<file path="config.mk">
export PLATFORM = sky130hd
export DESIGN_NAME = uart_cmd_parser
export DESIGN_NICKNAME = d
export VERILOG_FILES = /design/src/rtl/uart_cmd_parser.sv
export SDC_FILE = /design/constraint.sdc
export NUM_CORES = 1
export LEC_CHECK = 0
export ABC_AREA = 1
export ABC_CLOCK_PERIOD_IN_PS = 2000
export CAP_MARGIN = 20
export CORE_MARGIN = 2
export CORE_UTILIZATION = 40
export DETAILED_ROUTE_END_ITERATION = 10
export GPL_TIMING_DRIVEN = 0
export PLACE_DENSITY_LB_ADDON = 0.15
export SLEW_MARGIN = 30
export SYNTH_ARGS = -nofsm -noshare
export SYNTH_HDL_FRONTEND = slang
export SYNTH_SLANG_ARGS = --single-unit
</file>
<file path="constraint.sdc">
create_clock -name CLK_50MHZ -period 2 [get_ports CLK_50MHZ]
set_input_delay 0.3 -clock CLK_50MHZ [delete_from_list [all_inputs] [get_ports CLK_50MHZ]]
set_output_delay 0.3 -clock CLK_50MHZ [all_outputs]
set_load 0.01 [all_outputs]
</file>
<file path="src/rtl/uart_cmd_parser.sv">
// uart_cmd_parser: parses UART score-set/clear frames into two BCD scores with K/E replies
module uart_cmd_parser #(
    parameter int TIMEOUT = 50000000,
    parameter int TO_W    = 26
) (
    input  logic       CLK_50MHZ,
    input  logic       RST,
    input  logic [7:0] RX_DATA,
    input  logic       RX_VALID,
    input  logic       TX_READY,
    output logic [7:0] TX_DATA,
    output logic       TX_WR,
    output logic [7:0] SCORE_A,
    output logic [7:0] SCORE_B,
    output logic       UPDATE,
    output logic [7:0] ERR_CNT
);
    typedef enum logic [2:0] {IDLE, TEAM, DIG_HI, DIG_LO, TERM, CLR_TERM, RESP} state_t;

    state_t          state, state_n;
    logic            team_b, team_b_n;
    logic [3:0]      hi, hi_n, lo, lo_n;
    logic [7:0]      resp, resp_n;
    logic [TO_W-1:0] to_cnt;
    logic            active, active_n, is_digit, timeout;
    logic            bad, err_inc, commit, clr, tx_fire;

    assign active   = state inside {TEAM, DIG_HI, DIG_LO, TERM, CLR_TERM};
    assign active_n = state_n inside {TEAM, DIG_HI, DIG_LO, TERM, CLR_TERM};
    assign is_digit = RX_DATA >= 8'h30 && RX_DATA <= 8'h39;
    assign timeout  = active && !RX_VALID && to_cnt == TO_W'(TIMEOUT - 1);

    // Next-state decode: byte classification per frame position, timeout abandon, reply hand-off
    always_comb begin
        state_n  = state;
        team_b_n = team_b;
        hi_n     = hi;
        lo_n     = lo;
        resp_n   = resp;
        bad      = 1'b0;
        err_inc  = 1'b0;
        commit   = 1'b0;
        clr      = 1'b0;
        tx_fire  = 1'b0;
        if (timeout) begin
            state_n = IDLE;
            err_inc = 1'b1;
        end else if (RX_VALID) begin
            case (state)
                IDLE: state_n = RX_DATA == 8'h53 ? TEAM : RX_DATA == 8'h52 ? CLR_TERM : IDLE;
                TEAM: begin
                    bad      = RX_DATA != 8'h41 && RX_DATA != 8'h42;
                    team_b_n = RX_DATA == 8'h42;
                    state_n  = DIG_HI;
                end
                DIG_HI: begin
                    bad     = !is_digit;
                    hi_n    = RX_DATA[3:0];
                    state_n = DIG_LO;
                end
                DIG_LO: begin
                    bad     = !is_digit;
                    lo_n    = RX_DATA[3:0];
                    state_n = TERM;
                end
                TERM: begin
                    bad     = RX_DATA != 8'h0D;
                    commit  = !bad;
                    resp_n  = 8'h4B;
                    state_n = RESP;
                end
                CLR_TERM: begin
                    bad     = RX_DATA != 8'h0D;
                    clr     = !bad;
                    resp_n  = 8'h4B;
                    state_n = RESP;
                end
                RESP: err_inc = 1'b1;
                default: state_n = IDLE;
            endcase
            if (bad) begin
                state_n = RESP;
                resp_n  = 8'h45;
                err_inc = 1'b1;
            end
        end
        if (state == RESP && TX_READY) begin
            tx_fire = 1'b1;
            state_n = IDLE;
        end
    end

    // State register
    always_ff @(posedge CLK_50MHZ or negedge RST) begin
        if (!RST) state <= IDLE;
        else      state <= state_n;
    end

    // Datapath: frame latches, gap timer, scores, reply strobe and error counter
    always_ff @(posedge CLK_50MHZ or negedge RST) begin
        if (!RST) begin
            team_b  <= 1'b0;
            hi      <= '0;
            lo      <= '0;
            resp    <= '0;
            to_cnt  <= '0;
            SCORE_A <= '0;
            SCORE_B <= '0;
            UPDATE  <= 1'b0;
            TX_WR   <= 1'b0;
            TX_DATA <= '0;
            ERR_CNT <= '0;
        end else begin
            team_b  <= team_b_n;
            hi      <= hi_n;
            lo      <= lo_n;
            resp    <= resp_n;
            to_cnt  <= (RX_VALID || !active_n) ? '0 : to_cnt + TO_W'(1);
            UPDATE  <= commit || clr;
            TX_WR   <= tx_fire;
            if (commit && !team_b) SCORE_A <= {hi, lo};
            if (commit && team_b)  SCORE_B <= {hi, lo};
            if (clr) begin
                SCORE_A <= '0;
                SCORE_B <= '0;
            end
            if (tx_fire) TX_DATA <= resp;
            if (err_inc && ERR_CNT != 8'hFF) ERR_CNT <= ERR_CNT + 8'd1;
        end
    end
endmodule

</file>
# After elaboration in Yosys (flattened, before gate mapping)
# Index checks and enable logic that the tools add are counted.
[word_totals]
regBits = 80
out_inout_bits = 34
mem_count = 0
input_bits = 12
word_cells = 91
ramBits = 0
latch_bits = 0
romBits = 0
[classes]
n_mul = 0
eq_ne = 19
div_mod_pow = 0
reduce_logical = 27
mux = 28
n_bitwise = 1
shifts = 0
n_addsub = 2
magnitude_cmp = 2
[op_table]
columns = ["operator", "count"]
rows = [
  ["2-to-1 mux 8 bit", 6],
  ["adder 26 x 1 -> 26 bit, second input constant", 1],
  ["equality test 26 bit, second input constant", 1],
  ["2-to-1 mux 26 bit", 1],
  ["equality test 8 x 7 -> 1 bit, second input constant", 3],
  ["2-to-1 mux 3 bit", 6],
  ["one-hot mux 3 bit (6 select lines)", 1],
  ["inequality test 8 x 7 -> 1 bit, second input constant", 2],
  ["equality test 3 bit, second input constant", 5],
  ["2-to-1 mux 1 bit", 13],
  ["equality test 3 x 2 -> 1 bit, second input constant", 4],
  ["AND reduction 3 bit", 4],
  ["nonzero test 5 bit", 2],
  ["adder 8 x 1 -> 8 bit, second input constant", 1],
  ["greater-or-equal comparator 8 x 6 -> 1 bit, second input constant", 1],
  ["less-or-equal comparator 8 x 6 -> 1 bit, second input constant", 1],
  ["logical AND 1 bit", 8],
  ["inequality test 8 x 4 -> 1 bit, second input constant", 1],
  ["inequality test 8 bit, second input constant", 1],
  ["equality test 3 x 1 -> 1 bit, second input constant", 2],
  ["nonzero test 2 bit", 3],
  ["logical NOT 1 bit", 5],
  ["OR reduction 2 bit", 2],
  ["logical NOT 3 bit", 1],
  ["other kinds (3)", 4],
]

# Depth between registers and ports, before layout
# Gate-level depths: netlist of run 1.
[depth]
ltp_word = 15
mapped_depth = 16

# Worst setup path after synthesis of run 1
# OpenSTA, ideal clock, no wires.
[synth_timing]
kind = "flip-flop to flip-flop"
startpoint = "register to_cnt[0]"
endpoint = "register to_cnt[16]"
path_slack_ps = 222
arrival_time_ps = 1658
n_path_buf = 0
path_stages_with_launch = 12
required_ps = 1880
synth_period_minus_slack_ps = 1778
path_cell_list = "dfrtp_1 ha_1 nand3_1 inv_1 nand3_1 nor2_2 nand3_1 nor2_2 nand2_1 nor2_1 xor2_1 nor2_2"
[synth_via]
elab_chain_len = 9
elab_cells_between_ends = 14
cone_classes = "add/sub (1); eq/ne (6); mux (3); reduce/logical (4)"
[synth_lines]
columns = ["item", "line_no", "text"]
rows = [
  ["from (decl)", "24", "logic [TO_W-1:0] to_cnt;"],
  ["from (signal assigned)", "118", "to_cnt <= (RX_VALID || !active_n) ? '0 : to_cnt + TO_W'(1);"],
  ["equality test 26 bit", "31", "assign timeout = active && !RX_VALID && to_cnt == TO_W'(TIMEOUT - 1);"],
  ["logical AND 1 bit", "31", ""],
  ["2-to-1 mux 3 bit", "45", "if (timeout) begin"],
  ["2-to-1 mux 3 bit", "87", "if (state == RESP && TX_READY) begin"],
  ["equality test 3 x 1 -> 1 bit, or another cell as far along", "29", "assign active_n = state_n inside {TEAM, DIG_HI, DIG_LO, TERM, CLR_TERM};"],
  ["nonzero test 5 bit", "29", ""],
  ["logical NOT 1 bit", "118", ""],
  ["logical OR 1 bit", "118", ""],
  ["2-to-1 mux 26 bit (*)", "118", ""],
]
# Mark *: on every way between the ends. The rest lies on a longest branch, timed or not.
# A chain may end at the register's enable or synchronous reset.

# Worst setup path in the final report of run 1
[layout_timing]
startpoint = "register state[2]"
endpoint = "register SCORE_A[0]"
[layout_via]
elab_chain_len = 7
elab_cells_between_ends = 17
cone_classes = "eq/ne (5); mux (7); reduce/logical (5)"
[layout_lines]
columns = ["item", "line_no", "text"]
rows = [
  ["from (decl)", "20", "state_t state, state_n;"],
  ["from (signal assigned)", "96", "else state <= state_n;"],
  ["equality test 3 x 1 -> 1 bit, or another cell as far along", "28", "assign active = state inside {TEAM, DIG_HI, DIG_LO, TERM, CLR_TERM};"],
  ["nonzero test 5 bit", "28", ""],
  ["logical AND 1 bit (2 in a row)", "31", ""],
  ["2-to-1 mux 1 bit", "45", ""],
  ["logical AND 1 bit", "121", "if (commit && !team_b) SCORE_A <= {hi, lo};"],
  ["nonzero test 2 bit (no line)", "-", ""],
  ["to (signal assigned)", "121", ""],
  ["to (decl)", "13", "output logic [7:0] SCORE_A,"],
]
# Several ways; a longest one is shown, not always the timed one.

==> flow_summary_export.csv, run 1 <==
group,metric,value,unit
cells_and_area,seqCellArea,1752,µm²
route,routed_via_density,4.748,
timing,hold_ws,323.8,ps
route,dr.pass1.iters,4,
cells_and_area,multi_input_area,1647,µm²
cts,cts_tree,"built",
route,drt-wirelength-per-cell,12.31,µm
setup_path,r2r_cells,5,
setup_path,worst-setup-path-type,"reg2reg",
floorplanning,die_x,98.19,µm
hold_path,hold_path_depth,3,
timing,setup_viol,0,
global_route,met3_usage,3.651,%
setup_path,critPathCaptureType,"register",
global_route,antenna_found_initial,0,
power,p_leak,0.002027,µW
yosys,synth.most_common_cell,"nand2_1",
yosys,async_flop_share,100.0,%
cts,cts_buffers,9,
timing,worst_clock_skew,9.739,ps
setup_path,crit_arrival,2070,ps
power,switchingPower,1608,µW
yosys,netlist_area,3548,µm²
cts,clockBufferDepth,2,
route,postRouteAntennaNets,0,
place,gp_congestion,0.8558,
cells_and_area,syn_to_final_growth,29.20,%
timing,grt_setup_unrepaired,"yes",
power,swShare,34.18,%
global_route,grt_pass1_wl,12980,µm
yosys,yosysTopAreaCellShare,49.37,%
global_route,gr-total-overflow,0,
cells_and_area,final_cell_area,4584,µm²
hold_path,min_from,"RX_DATA[1]",
floorplanning,dieArea,9640,µm²
cells_and_area,fillers,816,
yosys,synth_enable_flop_cells,0,
cts,clock_sinks,70,
setup_path,r2r_start,"state[2]",
setup_path,start_kind,"register",
outcome,status,"completed",
global_route,track_usage,16.40,%
yosys,yosysWarnings,0,
yosys,synth_cell_type_count,28,
timing,fmax,0.5324,GHz
yosys,synth_area_leaders,"dfrtp_1, nand2_1, o21ai_0",
cells_and_area,layout-drive-gt1-share,18.40,%
setup_path,crit_required,2190,ps
cts,clk_latency,340,ps
setup_path,rrSetupSlack,120,ps
job,drv_cap,0,
timing,fin_crit_sh,93.91,%
cells_and_area,insertedDiodeCount,0,
timing,relSlewSlack,64.12,%
global_route,grtUsageMet2,25.97,%
route,drt_iter0_markers,104,
yosys,syn-instance-count,438,
place,placed_cells,591,
setup_path,r2r-end,"SCORE_A[0]",
yosys,avgSynthCellArea,8.101,µm²
cts,cts_htree_levels,3,
timing,hold_viol,0,
yosys,synth_commonest_cells,"nand2_1, dfrtp_1, inv_1, nor2_1, o21ai_0",
timing,tightest_slew,534.1,ps
cts,ctsRootBufferMaster,"clkbuf_8",
hold_path,hold_end,"lo[1]",
hold_path,hold_class,"in2reg",
power,irDropWorstVdd,0.0005170,V
power,p_int,3096,µW
yosys,yosysTopAreaCell,"dfrtp_1",
route,num_vias,2939,
route,drc,0,
cells_and_area,final_cells,619,
floorplanning,start_util,40.89,%
global_route,grt_use_met1,21.96,%
global_route,busiest_layer,"met2",
global_route,grt_pass1_vias,2860,
place,dpl_cell_area,4136,µm²
setup_path,critPathMaxFanout,8,
power,p_clk_share,27.8,%
yosys,ys_ff_latch,70,
floorplanning,die_y,98.19,µm
setup_path,crit_start,"state[2]",
floorplanning,row_count,34,
cells_and_area,nNetsFinal,520,
cts,clkSlewWorstSetupHoldPaths,80,ps
floorplanning,coreArea,8678,µm²
place,dpl.hpwl,5534,µm
global_route,grt_max_degree,47,
timing,period_needed,1878,ps
yosys,ys.flop_type,"dfrtp_1",
yosys,synth-seq-area-share,49.37,%
route,drt-total-wl,7620,µm
power,power.density,1026,nW/µm²
power,total_power,4704,µW
floorplanning,pin_count,46,
timing,slew_viol_final,0,
power,pwr-share-comb,32.4,%
place,io_buffer_count,42,
power,pwr-share-seq,39.7,%
==> stage by stage <==
| stage | setup TNS [ps] | setup WS (ps) | utilization [%] |
|---|---|---|---|
| 2_1_floorplan | 0 | 221.8 | - |
| 3_3_place_gp | -140750 | -1833 | 47.38 |
| 3_5_place_dp | -12670 | -300.9 | 47.66 |
| 4_1_cts | 0 | 0.6668 | 50.66 |
| 5_1_grt | -602.8 | -62.58 | 52.83 |
| 6_report | 0 | 121.9 | 52.83 |
==> state kept, by name (all words and copies together) (netlist names), 4 cells and up <==
signal,flops
SCORE_B,8
ERR_CNT,8
lo,4
SCORE_A,8
to_cnt,26
hi,4
==> what timing repair did <==
action	in CTS	in global routing
endpoints found under the hold margin	24	0
resized for setup	4	29
pin swaps	0	5
setup endpoints to repair	20	49
hold buffers	1	0
cloned	0	2
buffers inserted	0	9
==> logic make-up after synthesis <==
group	count (synthesis)	synth area share, %
AOI/OAI and AO/OA	44	6.453
xor gates and xnor gates	26	6.418
adders and majority gates	2	0.7051
buffers and inverters	57	7.017
DFF	70	49.37
other	1	0.1057
and+or+nand+nor	238	29.94
==> final cells by class <==
cell class	count	area share (%)
multi-input cells	314	35.92
repair buffers	54	12.01
inverters	47	3.848
clock buffers	10	3.002
flip-flops and latches	70	38.21
clock inverters	6	2.047
plain buffers	10	2.020
well taps	108	2.948
==> how the worst max path moves through the flow <==
stage               slack, ps         end  depth (start not counted)
floorplan                 220  to_cnt[16]                         11
global placement        -1830  to_cnt[13]                          1
detailed placement       -300  to_cnt[21]                         14
CTS                       0.7  to_cnt[23]                         13
global route              -60  SCORE_B[3]                          5
finish                    120  SCORE_A[0]                          5
==> critical path, cell delays in order (launching register included) <==
cell     delay, ps
dfrtp_1        470
inv_2           90
nor3_1         430
nand4_1        430
nand2_1        210
o21ai_0        100
==> per-layer routing <==
| layer | vias up | wire length, µm | share of wire [%] |
|---|---|---|---|
| met4 | 0 | 133 | 1.7 |
| met5 | - | 0 | 0 |
| met3 | 12 | 316 | 4.1 |
| met1 | 1351 | 3720 | 49 |
| met2 | 53 | 3450 | 45 |
| li1 | 1523 | - | - |
==> power groups by stage <==
stage / registers [µW] / clock network [µW] / logic [µW]
3_3_place_gp: 1880 / 0 / 1290
2_1_floorplan: 1880 / 0 / 825
3_5_place_dp: 1890 / 0 / 1310
5_1_grt: 1910 / 1410 / 1720
6_report: 1870 / 1310 / 1530
4_1_cts: 1860 / 1350 / 1330
==> cells in the final DEF, fill, tap and decap left out, types with 4 or more instances in the layout <==
cell,n
inv_2,7
clkdlybuf4s50_1,40
nor3_1,12
nor4_1,4
nand2_2,5
buf_4,15
nand4_1,10
nand3_1,17
clkbuf_8,10
nor2_2,31
a21oi_1,4
nand3_2,4
inv_1,40
nand2_1,118
dfrtp_1,70
xnor2_1,8
xor2_1,18
o21ai_0,33
nor2_1,32
No activity file was read; power rests on OpenSTA's default activity.
==> run 2: changes to the inputs <==
--- a/config.mk
+++ b/config.mk
@@ -14,4 +14,5 @@
 export GPL_TIMING_DRIVEN = 0
 export PLACE_DENSITY_LB_ADDON = 0.15
+export REMOVE_ABC_BUFFERS = 1
 export SLEW_MARGIN = 30
 export SYNTH_ARGS = -nofsm -noshare
==> constraint.sdc (replaced) <==
create_clock -name CLK_50MHZ -period 2 [get_ports CLK_50MHZ]
set_input_delay 0.4 -clock CLK_50MHZ [delete_from_list [all_inputs] [get_ports CLK_50MHZ]]
set_output_delay 0.4 -clock CLK_50MHZ [all_outputs]
set_load 0.01 [all_outputs]
==> run 2 against run 1 <==
Fmax fell by 2.2%. Flip-flop and latch count is the same. First-iteration DRC count down 24%. Hold slack improved by 88 ps. Wire length increased by 2.4%. Global-route usage increased by 0.59 points. Non-clock buffer count is 10 lower. Die area stayed put. Clock power is 5% higher.
==> flow_summary_export.csv, run 2 (synthesis results as in run 1) <==
group,metric,value,unit
cts,clockBufferDepth,2,
cells_and_area,regMostFlops,"to_cnt",
setup_path,worst-setup-path-type,"in2reg",
route,drt_iter0_markers,79,
cts,cts_tree,"built",
floorplanning,die_x,98.19,µm
setup_path,crit_start,"RX_DATA[3]",
outcome,status,"completed",
timing,worst_clock_skew,10.29,ps
setup_path,critPathCaptureType,"register",
power,p_leak,0.002020,µW
timing,setup_tns,0,ps
timing,setup_viol,0,
route,num_vias,2969,
timing,fin_crit_sh,96.00,%
cts,clkSlewWorstSetupHoldPaths,80,ps
route,drc,0,
cells_and_area,layout_common_cells,"nand2_1, dfrtp_1, inv_1",
floorplanning,start_util,40.89,%
cells_and_area,layout-drive-gt1-share,19.12,%
timing,tightest_slew,597.1,ps
setup_path,start_kind,"input pin",
global_route,grt_max_degree,48,
route,drt-wirelength-per-cell,12.79,µm
place,gp_congestion,0.8659,
cts,cts_htree_levels,3,
route,postRouteAntennaNets,0,
route,drt-total-wl,7803,µm
place,io_buffer_count,42,
global_route,track_usage,16.99,%
setup_path,crit_arrival,2150,ps
timing,relSlewSlack,60.19,%
timing,slew_viol_final,0,
cts,clk_latency,350,ps
cells_and_area,largest_reg_flops,26,
job,drv_cap,0,
cts,clock_sinks,70,
global_route,grt_pass1_vias,2976,
route,routed_via_density,4.867,
timing,setup_slack,79.94,ps
timing,fmax,0.5208,GHz
global_route,gr-total-overflow,0,
global_route,antenna_found_initial,0,
power,power.density,1045,nW/µm²
timing,period_needed,1920,ps
cts,ctsRootBufferMaster,"clkbuf_8",
route,dr.pass1.iters,5,
floorplanning,row_count,34,
power,irDropWorstVdd,0.0004412,V
setup_path,r2r_start,"to_cnt[14]",
cells_and_area,final_common_cell,"nand2_1",
cells_and_area,nNetsFinal,512,
hold_path,min_from,"RX_DATA[0]",
floorplanning,coreArea,8678,µm²
floorplanning,pin_count,46,
floorplanning,die_y,98.19,µm
setup_path,crit_required,2230,ps
hold_path,hold_class,"in2reg",
setup_path,critPathMaxFanout,6,
cells_and_area,insertedDiodeCount,0,
cts,cts_buffers,9,
place,dpl.hpwl,5352,µm
global_route,grt_pass1_wl,13460,µm
place,pre_cts_ws,-800.5,ps
timing,hold_viol,0,
floorplanning,dieArea,9640,µm²
cells_and_area,syn_to_final_growth,30.01,%
-- run 2: cell count changes in the layout (fill, tap and decap cells not counted), sizes merged --
| cell | before | now |
|---|---|---|
| dlygate4sd2 | 0 | 1 |
| dlymetal6s2s | 1 | 4 |
| inv | 48 | 47 |
| buf | 19 | 12 |
| nand2 | 125 | 127 |
| clkdlybuf4s50 | 40 | 36 |
| bufinv | 2 | 3 |
| clkbuf | 13 | 9 |
-- run 2: area by class of cell --
| class | instances | area (µm²) |
|---|---|---|
| inverter | 47 | 176.4 |
| tap | 108 | 135.1 |
| clock inverter | 6 | 111.4 |
| fill | 805 | 4065 |
| sequential | 70 | 1752 |
| multi-input combinational | 316 | 1763 |
| timing repair buffer | 54 | 551.8 |
| clock buffer | 9 | 123.9 |
-- run 2: repair_timing --
item,in CTS,in global routing
gates resized for setup,14,36
cloned,3,0
endpoints found under the hold margin,23,0
hold buffers,1,0
pin swaps,6,7
buffers inserted,4,6
setup endpoints to repair,43,34
-- run 2: metrics by stage --
stage	power, µW	std cells	instance area [µm²]	util (%)	hold WS [ps]
2_1_floorplan	2622	430	3483	-	104.4
3_3_place_gp	3079	580	4039	46.54	451.6
3_5_place_dp	3104	581	4064	46.83	329.2
4_1_cts	4697	604	4432	51.07	468.7
5_1_grt	5106	610	4613	53.16	433.5
6_report	4823	610	4613	53.16	411.8
-- run 2: report_power, final --
part	switching, µW	internal, µW	total, µW
Combinational	963	643	1610
Clock	546	821	1370
Sequential	202	1650	1850
-- run 2: critical path: stages --
cell and delay, ps:
clkdlybuf4s50_1 530, inv_2 70, nand2_1 90, nor2_2 40, nand2_1 90, nand3_1 130
nand2_4 150, nor2_4 50, nor2_4 160, a21oi_4 90, buf_12 170, nand2_4 130
nor2_2 40
-- run 2: path summary, 6_finish.rpt --
check,cells after the start,slack [ps],end
worst max-delay path,13,80,to_cnt[13]
worst max register to register,11,100,to_cnt[12]
worst min-delay path,3,410,hi[0]
max in group asynchronous,3,970,to_cnt[22]
min in group asynchronous,2,490,SCORE_B[4]
worst min register to register,2,480,TX_DATA[2]
-- run 2: routing by layer --
metal	global-route usage, %	part of all wire [%]	vias to the layer above
met1	22.46	48	1398
met3	4.581	4.0	8
met5	0	0	-
li1	-	-	1507
met4	6.217	1.2	0
met2	26.98	47	56
==> run 3: changes to the inputs <==
CORE_MARGIN = default   (was 2)
==> run 3 against run 2 <==
Global-route usage is 2.0 points higher. Cell area is 0.33% higher. Sequential power hardly changed. First-iteration DRC count is 43% higher.
==> flow_summary_export.csv, run 3 (synthesis results as in run 1) <==
group,metric,value,unit
global_route,grt_pass1_wl,13320,µm
route,dr.pass1.iters,4,
route,drt-wirelength-per-cell,13.05,µm
cells_and_area,final_cells,608,
cells_and_area,syn_to_final_growth,30.43,%
route,maxUsedRoutingLayer,"met4",
timing,tightest_slew,610.0,ps
cells_and_area,nNetsFinal,512,
cells_and_area,regMostFlops,"to_cnt",
floorplanning,die_y,96.19,µm
cts,clkSlewWorstSetupHoldPaths,80,ps
cells_and_area,fillers,801,
timing,setup_slack,55.01,ps
timing,period_needed,1945,ps
setup_path,critPathMaxFanout,7,
timing,hold_viol,0,
power,irDropWorstVdd,0.0004534,V
timing,slew_viol_final,0,
route,postRouteAntennaNets,0,
place,gp_congestion,0.8501,
route,drt-total-wl,7932,µm
route,wl_met1,3741,µm
global_route,grt_max_degree,49,
route,routed_via_density,4.923,
timing,worst_clock_skew,10.08,ps
job,drv_cap,0,
cts,clock_sinks,70,
global_route,gr-total-overflow,0,
cells_and_area,final_common_cell,"nand2_1",
route,routed-wl-met3,354,µm
power,switchingPower,1752,µW
cells_and_area,largest_reg_flops,26,
cts,ctsRootBufferMaster,"clkbuf_8",
route,drc,0,
hold_path,hold_class,"in2reg",
route,num_vias,2993,
place,dpl.hpwl,5218,µm
floorplanning,die_x,96.19,µm
cts,cts_htree_levels,3,
setup_path,crit_required,2270,ps
timing,fmax,0.5141,GHz
cells_and_area,layout_common_cells,"nand2_1, dfrtp_1, inv_1, clkdlybuf4s50_1, o21ai_0",
timing,fin_crit_sh,97.25,%
cells_and_area,layout-drive-gt1-share,19.09,%
power,p_leak,0.002001,µW
global_route,antenna_found_initial,0,
setup_path,worst-setup-path-type,"in2reg",
cts,cts_buffers,9,
setup_path,crit_arrival,2220,ps
setup_path,critPathCaptureType,"register",
power,swShare,35.90,%
timing,setup_viol,0,
floorplanning,coreArea,8382,µm²
setup_path,start_kind,"input pin",
power,pwr-share-seq,37.9,%
place,io_buffer_count,42,
cts,clockBufferDepth,2,
route,wl_met2,3700,µm
power,p_int,3129,µW
cts,clk_latency,350,ps
global_route,track_usage,18.98,%
timing,relSlewSlack,59.33,%
timing,grt_setup_unrepaired,"yes",
place,pre_cts_ws,-786.1,ps
place,placed_cells,578,
power,p_clk_share,27.6,%
outcome,status,"completed",
floorplanning,row_count,33,
cts,cts_tree,"built",
floorplanning,dieArea,9252,µm²
power,power.density,1055,nW/µm²
power,pwr-share-comb,34.5,%
cells_and_area,insertedDiodeCount,0,
global_route,grt_pass1_vias,2870,
power,total_power,4882,µW
floorplanning,start_util,42.33,%
floorplanning,pin_count,46,
route,drt_iter0_markers,113,
[run 3: changes by cell type in the layout (fill, tap and decap cells not counted), sizes merged]
cell           previous run  this run
bufinv                    3         2
inv                      47        48
clkdlybuf4s50            36        37
dlygate4sd2               1         3
clkinv                    2         0
dlymetal6s2s              4         1
clkbuf                    9        12
[run 3: final timing paths]
path | start | endpoint | slack (ps) | cells after the start
setup / recovery | RX_DATA[3] | to_cnt[3] | 60 | 14
hold / removal | RX_DATA[0] | hi[0] | 400 | 3
setup reg to reg | to_cnt[0] | to_cnt[3] | 80 | 12
hold reg to reg | SCORE_B[3] | SCORE_B[3] | 490 | 2
max in group asynchronous | RST | to_cnt[14] | 980 | 3
min in group asynchronous | RST | SCORE_B[4] | 480 | 2
[run 3: per-layer routing]
metal	up-vias	global-route usage, %
met5	-	0
met4	0	6.841
met3	13	5.450
met2	70	30.91
met1	1400	23.90
li1	1510	-
[run 3: critical path, stage by stage]
cell and delay, ps:
clkdlybuf4s50_1 530, nand2_1 70, nor2_1 140, nand2_1 90, nand2_1 60, nand2_1 50, inv_2 60, nand2_4 80
nor2_4 150, nor2_4 60, a21oi_4 150, buf_12 170, nand2_8 90, nor2_1 110
[run 3: area by class of cell]
class	instances	area (µm²)	share of cell area, %
multi-input cells	316	1785	38.58
flip-flops and latches	70	1752	37.85
repair buffers	54	541.8	11.71
inverters	47	176.4	3.812
clock buffers	12	165.2	3.569
well taps	105	131.4	2.839
clock inverters	4	76.32	1.649
[run 3: through the flow]
stage / utilization [%] / cell area (µm²) / hold WS, ps / TNS, ps
after floorplan: - / 3483 / 104.4 / 0
after global placement: 48.14 / 4035 / 450.7 / -161900
after detailed placement: 48.44 / 4060 / 323.4 / -27000
after CTS: 53.10 / 4451 / 471.1 / -85.93
after global routing: 55.22 / 4628 / 437.6 / -1318
final: 55.22 / 4628 / 404.4 / 0
[run 3: power groups by stage]
stage | clock network, µW | logic, µW | registers (µW)
finish | 1350 | 1680 | 1850
global route | 1440 | 1890 | 1890
CTS | 1380 | 1510 | 1850
detailed placement | 0 | 1230 | 1880
global placement | 0 | 1210 | 1870
floorplan | 0 | 733 | 1890
[run 3: repair_timing]
item / in CTS / in global routing
gates cloned: 3 / 0
pin swaps: 6 / 7
endpoints found under the setup margin: 30 / 43
hold endpoints to repair: 22 / 0
resized for setup: 24 / 30
buffers inserted: 2 / 8
hold buffers: 1 / 0
